`src/rtl/alu_reg_sequencer.sv`:
```
// Operand sequencer in front of alu8: 8-bit register file, one command in flight,
// registered ALU operands, write-back and a response handshake.
module alu_reg_sequencer #(
    parameter int NUM_REGS = 8,
    parameter int REG_AW   = 3
) (
    input  logic              clk,
    input  logic              rst_n,
    input  logic              cmd_valid,
    output logic              cmd_ready,
    input  logic [2:0]        cmd_op,
    input  logic [REG_AW-1:0] cmd_rd,
    input  logic [REG_AW-1:0] cmd_rs1,
    input  logic [REG_AW-1:0] cmd_rs2,
    input  logic              cmd_imm_en,
    input  logic [7:0]        cmd_imm,
    output logic [7:0]        alu_a,
    output logic [7:0]        alu_b,
    output logic [2:0]        alu_sel,
    input  logic [7:0]        alu_result,
    output logic              rsp_valid,
    input  logic              rsp_ready,
    output logic [7:0]        rsp_data,
    output logic [REG_AW-1:0] rsp_rd,
    output logic              rsp_zero,
    output logic              busy
);

    typedef enum logic [1:0] {IDLE, EXEC, RESP} state_t;

    state_t            r_state;
    state_t            w_next;
    logic              w_accept;
    logic              w_exec;
    logic [7:0]        r_rf [NUM_REGS];
    logic [7:0]        r_alu_a;
    logic [7:0]        r_alu_b;
    logic [2:0]        r_alu_sel;
    logic [REG_AW-1:0] r_rd;
    logic [7:0]        r_rsp_data;
    logic [REG_AW-1:0] r_rsp_rd;
    logic              r_rsp_zero;
    logic [7:0]        w_rs1_val;
    logic [7:0]        w_rs2_val;

    // Indices with no backing entry read as zero; matching by loop keeps that implicit.
    always_comb begin
        w_rs1_val = '0;
        w_rs2_val = '0;
        for (int unsigned i = 0; i < NUM_REGS; i++) begin
            if (cmd_rs1 == REG_AW'(i)) w_rs1_val = r_rf[i];
            if (cmd_rs2 == REG_AW'(i)) w_rs2_val = r_rf[i];
        end
    end

    always_ff @(posedge clk or negedge rst_n) begin
        if (!rst_n) r_state <= IDLE;
        else        r_state <= w_next;
    end

    always_comb begin
        w_next   = r_state;
        w_accept = 1'b0;
        w_exec   = 1'b0;
        case (r_state)
            IDLE: begin
                if (cmd_valid) begin
                    w_accept = 1'b1;
                    w_next   = EXEC;
                end
            end
            EXEC: begin
                w_exec = 1'b1;
                w_next = RESP;
            end
            RESP: begin
                if (rsp_ready) w_next = IDLE;
            end
            default: w_next = IDLE;
        endcase
    end

    always_ff @(posedge clk or negedge rst_n) begin
        if (!rst_n) begin
            r_alu_a    <= '0;
            r_alu_b    <= '0;
            r_alu_sel  <= '0;
            r_rd       <= '0;
            r_rsp_data <= '0;
            r_rsp_rd   <= '0;
            r_rsp_zero <= 1'b0;
        end else begin
            if (w_accept) begin
                r_alu_a   <= w_rs1_val;
                r_alu_b   <= cmd_imm_en ? cmd_imm : w_rs2_val;
                r_alu_sel <= cmd_op;
                r_rd      <= cmd_rd;
            end
            if (w_exec) begin
                r_rsp_data <= alu_result;
                r_rsp_rd   <= r_rd;
                r_rsp_zero <= (alu_result == 8'h00);
            end
        end
    end

    // Out-of-range destinations match no entry, so the write is dropped.
    always_ff @(posedge clk or negedge rst_n) begin
        if (!rst_n) begin
            for (int unsigned i = 0; i < NUM_REGS; i++) r_rf[i] <= '0;
        end else if (w_exec) begin
            for (int unsigned i = 0; i < NUM_REGS; i++) begin
                if (r_rd == REG_AW'(i)) r_rf[i] <= alu_result;
            end
        end
    end

    assign cmd_ready = rst_n && (r_state == IDLE);
    assign busy      = (r_state != IDLE);
    assign rsp_valid = (r_state == RESP);
    assign alu_a     = r_alu_a;
    assign alu_b     = r_alu_b;
    assign alu_sel   = r_alu_sel;
    assign rsp_data  = r_rsp_data;
    assign rsp_rd    = r_rsp_rd;
    assign rsp_zero  = r_rsp_zero;

endmodule

```
`config.mk`:
```
export PLATFORM = sky130hd
export DESIGN_NAME = alu_reg_sequencer
export DESIGN_NICKNAME = d
export VERILOG_FILES = /design/src/rtl/alu_reg_sequencer.sv
export SDC_FILE = /design/constraint.sdc
export NUM_CORES = 1
export LEC_CHECK = 0
export ABC_AREA = 0
export BUFFER_PORTS_ARGS = -buffer_cell sky130_fd_sc_hd__buf_2
export CORE_MARGIN = 2
export CORE_UTILIZATION = 50
export CTS_CLUSTER_SIZE = 30
export DETAILED_ROUTE_END_ITERATION = 10
export PLACE_DENSITY = 0.71
export SLEW_MARGIN = 20
export SYNTH_ARGS = -nofsm -noshare
export SYNTH_HDL_FRONTEND = slang
export SYNTH_SLANG_ARGS = --single-unit
```
`constraint.sdc`:
```
create_clock -name clk -period 1.85 [get_ports clk]
set_input_delay 0.0925 -clock clk [delete_from_list [all_inputs] [get_ports clk]]
set_output_delay 0.0925 -clock clk [all_outputs]
set_load 0.03 [all_outputs]
```
=== After elaboration in Yosys (flattened, before gate mapping) ===
Cells that the tools add are included.

* Register bits after elaboration: 100
* Word-level logic and storage cells: 80
* Output and inout port bits: 34

* Mux-type cells: 23
* Reductions and logical operators: 16
* Equal/unequal tests: 25

{| class="wikitable"
|+ Operators with widths
! kind !! number
|-
| 8-bit 2-to-1 mux || 17
|-
| 3-bit equality test, second input constant || 12
|-
| 3-bit by 2-bit equality test with 1-bit output, second input constant || 6
|-
| 2-bit AND reduction || 9
|-
| 3-bit by 1-bit equality test with 1-bit output, second input constant || 3
|-
| 3-bit zero test || 3
|-
| 8-bit zero test || 1
|-
| 2-bit case mux with 3 select lines || 1
|-
| 2-bit 2-to-1 mux || 2
|-
| 1-bit 2-to-1 mux || 3
|-
| 2-bit by 1-bit equality test with 1-bit output, second input constant || 1
|-
| 2-bit equality test, second input constant || 1
|-
| 2-bit zero test || 1
|-
| 2-bit by 1-bit inequality test with 1-bit output, second input constant || 1
|-
| 2-bit inequality test, second input constant || 1
|-
| 2-bit nonzero test || 1
|-
| 1-bit logical AND || 1
|}

=== Depth between registers and ports, before layout ===
* Depth after elaboration: 10
* Depth in mapped cells: 7
* Gate-level depth less buffers: 6

=== Worst setup path before layout ===
Ideal clock, no wire load.

* Path type: register to register
* Start point: reg r_state[1]
* End point: reg r_rf[10] (netlist name)
* Required time: 1.725 ns
* Library setup time: 0.125 ns
* Setup slack: 0.377 ns
* Path buffers: 1
* Clock period less this slack: 1.473 ns
* Arrival time: 1.349 ns
* Stages on the path, launching flop included: 5
* Path through: dfrtp_1 -> nand2b_1 -> buf_2 -> nor3_4 -> mux2_2

* Longest elaborated chain between the ends: 3

{| class="wikitable"
|+ Ends and longest elaborated chain
! what !! line !! source
|-
| start, declared || 31 || <nowiki>state_t r_state;</nowiki>
|-
| start signal, assigned || 58 || <nowiki>else r_state <= w_next;</nowiki>
|-
| 2-bit by 1-bit equality test with 1-bit output || 65 || <nowiki>case (r_state)</nowiki>
|-
| 1-bit 2-to-1 mux || 65 ||
|-
| 2-bit AND reduction (no source line) || - ||
|-
| end signal, assigned by index || 113 || <nowiki>if (r_rd == REG_AW'(i)) r_rf[i] <= alu_result;</nowiki>
|-
| end, declared || 35 || <nowiki>logic [7:0] r_rf [NUM_REGS];</nowiki>
|}

Every way passes these cells.
A chain may end at the register's enable or synchronous reset.

=== Worst setup path in the final report ===
* Start point: reg r_rd[0]
* End point: reg r_rf[16] (netlist name)

* Longest elaborated chain between the ends: 2

{| class="wikitable"
|+ Ends and longest elaborated chain
! what !! line !! source
|-
| start, declared || 39 || <nowiki>logic [REG_AW-1:0] r_rd;</nowiki>
|-
| start signal, assigned || 97 || <nowiki>r_rd <= cmd_rd;</nowiki>
|-
| 3-bit equality test || 113 ||
|-
| 2-bit AND reduction (no source line) || - ||
|}

Every way passes these cells.

==> flow_summary.ini <==
[outcome]
status = finished, final reports clean

[synth]
yosysMostFrequentCell = dfrtp_1
async_reset_ff_share_pct = 100.0
ys_seq_area_share_pct = 50.47
yosys-top-cells-area = dfrtp_1 50%, mux2_2 17%, mux4_2 6.4%
synth-edff-count = 0
syn_area_sq_mm = 0.004959
synthTopCellsByCount = 100 x dfrtp_1, 75 x mux2_2, 43 x nand2_1
synth-main-ff-cell = dfrtp_1
ys_ff_latch = 100
synth_cell_types = 36
syn_area_per_cell_sq_um = 12.21
synth_top_area_share_pct = 50.47
syn_inst = 406
yosys_warnings = 0
yosys.area.top_type = dfrtp_1
synth_nets = 439

[sta]
slew_violations = 0
setup_violations = 0
rsz0062_at_grt = false
final.setup.worst_slack_ps = 99.50
clock.fmax_ghz = 0.5713
post-route-period-util_pct = 94.62
worstMarginPinSlew_ps = 622.9
hold_viol = 0
slew_headroom_pct = 58.43
finClkSkew_ps = 10.19
fin_crit_ps = 1751
tns_ps = 0

[grt]
grt_pass1_vias = 3624
grt_max_degree = 101
overflow = 0
antenna_found_initial = 0
grt_pass1_wl_mm = 19.60
track_usage_pct = 23.79

[route]
first_pass_iters = 5
viasPerCell = 5.830
route.detailed.drc = 0
drt_iter0_drc = 239
drt-wirelength-per-cell_microns = 19.81
drt_wl_total_mm = 12.09
vias = 3556
ant_nets = 0

[cts]
htreeDepth = 3
clock_sinks = 100
clkTransAtPathRegs_ps = 90
cts_max_path_buffers = 2
cts_resized = 0
clk-insertion-delay-late_ps = 380
cts_tree = built
cts_root_buffer = clkbuf_8
cts_buffers = 9

[layout]
area_growth_pct = 14.99
nNetsFinal = 506
antenna_cells = 0
fill_cells = 794
seq_area_sq_mm = 0.002502
multiInputGateArea_sq_mm = 0.002273
drive_gt1_share_pct = 40.67
final_core_util_pct = 58.88

[setup_path]
r2r-end = r_rf[16]
critPathMaxFanout = 9
crit_required_ps = 2120
endpoint = r_rf[16]
path_buf_inv = 0
cp.arrival_ps = 2020
cp.depth = 3
worstSetupPathType = reg2reg
cp-start-kind = flop
r2r_slack_ps = 100
cp_top_family = simple AND/OR/NAND/NOR gates
r2r_cells = 3
end_kind = flop
r2r_start = r_rd[0]
critPathLaunch = r_rd[0]
cp_slowest_stage_delay_ps = 580
crit_slowest_cell = nor3b_4
crit_chain = nand3b_4, nor3b_4, mux2_2

[floorplanning]
core_area_sq_mm = 0.009684
dieHeight_microns = 103.6
ios = 67
initial_core_util_pct = 51.20
die_w_microns = 103.6
dieArea_sq_mm = 0.01073
rows = 36

[job]
maxCapViolCount = 0

[power_and_ir_drop]
powerDensity_mw_per_mm2 = 1586
peakVddDrop_mv = 0.6456
p_leak_nw = 2.601
power_mw = 9.044

[placement]
io_buffers = 66
dp_hpwl_mm = 8.231
place_congestion = 0.9136
pre_cts_ws_ps = 93.81

[worst_hold_path]
min_path_type = in2reg
cells by family (layout without fill, tap and decap cells):
kind of cell,after synthesis,count (layout),synth area share [%]
and+or+nand+nor,87,87,9.614
muxes,113,113,28.24
DFF,100,100,50.47
buffers and inverters,38,109,3.684
AOI/OAI and AO/OA,68,68,7.999
power breakdown:
group / internal (mW) / leakage [nW] / switching (mW)
Clock: 0.648 / 0.0979 / 0.757
Combinational: 1.68 / 1.29 / 1.92
Sequential: 3.22 / 1.22 / 0.817
Total: 5.55 / 2.60 / 3.50
worst reg2reg max path, stage by stage (launching register included):
cell and delay, ps:
dfrtp_1 490, nand3b_4 160, nor3b_4 580, mux2_2 410
registers in the layout (all words and copies together), names as in the netlist:
signal / flops
rsp_data: 8
alu_a: 8
alu_sel: 3
r_state: 2
r_rf: 64
rsp_rd: 3
r_rd: 3
alu_b: 8
rsp_zero: 1
placed cells by master (no fill, tap or decap), types with 11 or more instances in the layout:
cell type	count
nand2_1	43
buf_4	14
o21ai_0	27
mux2_2	75
mux4_2	14
dfrtp_1	100
mux2i_1	24
buf_2	65
a21oi_1	21
nor2_1	11
routing by layer:
| metal | GRT usage [%] | up-vias | part of all wire, % |
|---|---|---|---|
| met3 | 5.098 | 32 | 6.4 |
| met5 | 0 | - | 0 |
| met4 | 10.71 | 0 | 3.4 |
| met2 | 36.57 | 138 | 46 |
| li1 | - | 1591 | - |
| met1 | 32.69 | 1795 | 44 |
area by class of cell:
type / instances / share of cell area, %
multi-input cells: 268 / 39.87
clock inverters: 5 / 0.9217
repair buffers: 89 / 9.655
clock buffers: 10 / 2.414
inverters: 5 / 0.3292
flip-flops and latches: 100 / 43.89
well taps: 133 / 2.919
timing repair:
action | in CTS | in global routing
hold buffers | 8 | 0
buffers inserted | 0 | 0
hold endpoints to repair | 107 | 0
metrics by stage:
stage | hold WS, ps | instance area (sq um) | cells
finish | 55.75 | 5702 | 610
global route | 51.37 | 5702 | 610
CTS | 44.96 | 5702 | 610
detailed placement | 227.0 | 5431 | 587
global placement | 229.3 | 5431 | 587
floorplan | -203.1 | 4959 | 406
worst min-delay path by stage:
stage | slack, ps | end | from | depth (start not counted)
2_1_floorplan | -200 | alu_a[0] | rst_n | 0
3_3_place_gp | 230 | r_rf[8] | rst_n | 2
6_report | 60 | r_rf[22] | alu_result[6] | 3
4_1_cts | 40 | r_rf[22] | alu_result[6] | 3
5_1_grt | 50 | r_rf[22] | alu_result[6] | 3
3_5_place_dp | 230 | r_rf[24] | rst_n | 2
(Power assumes the default switching activity.)
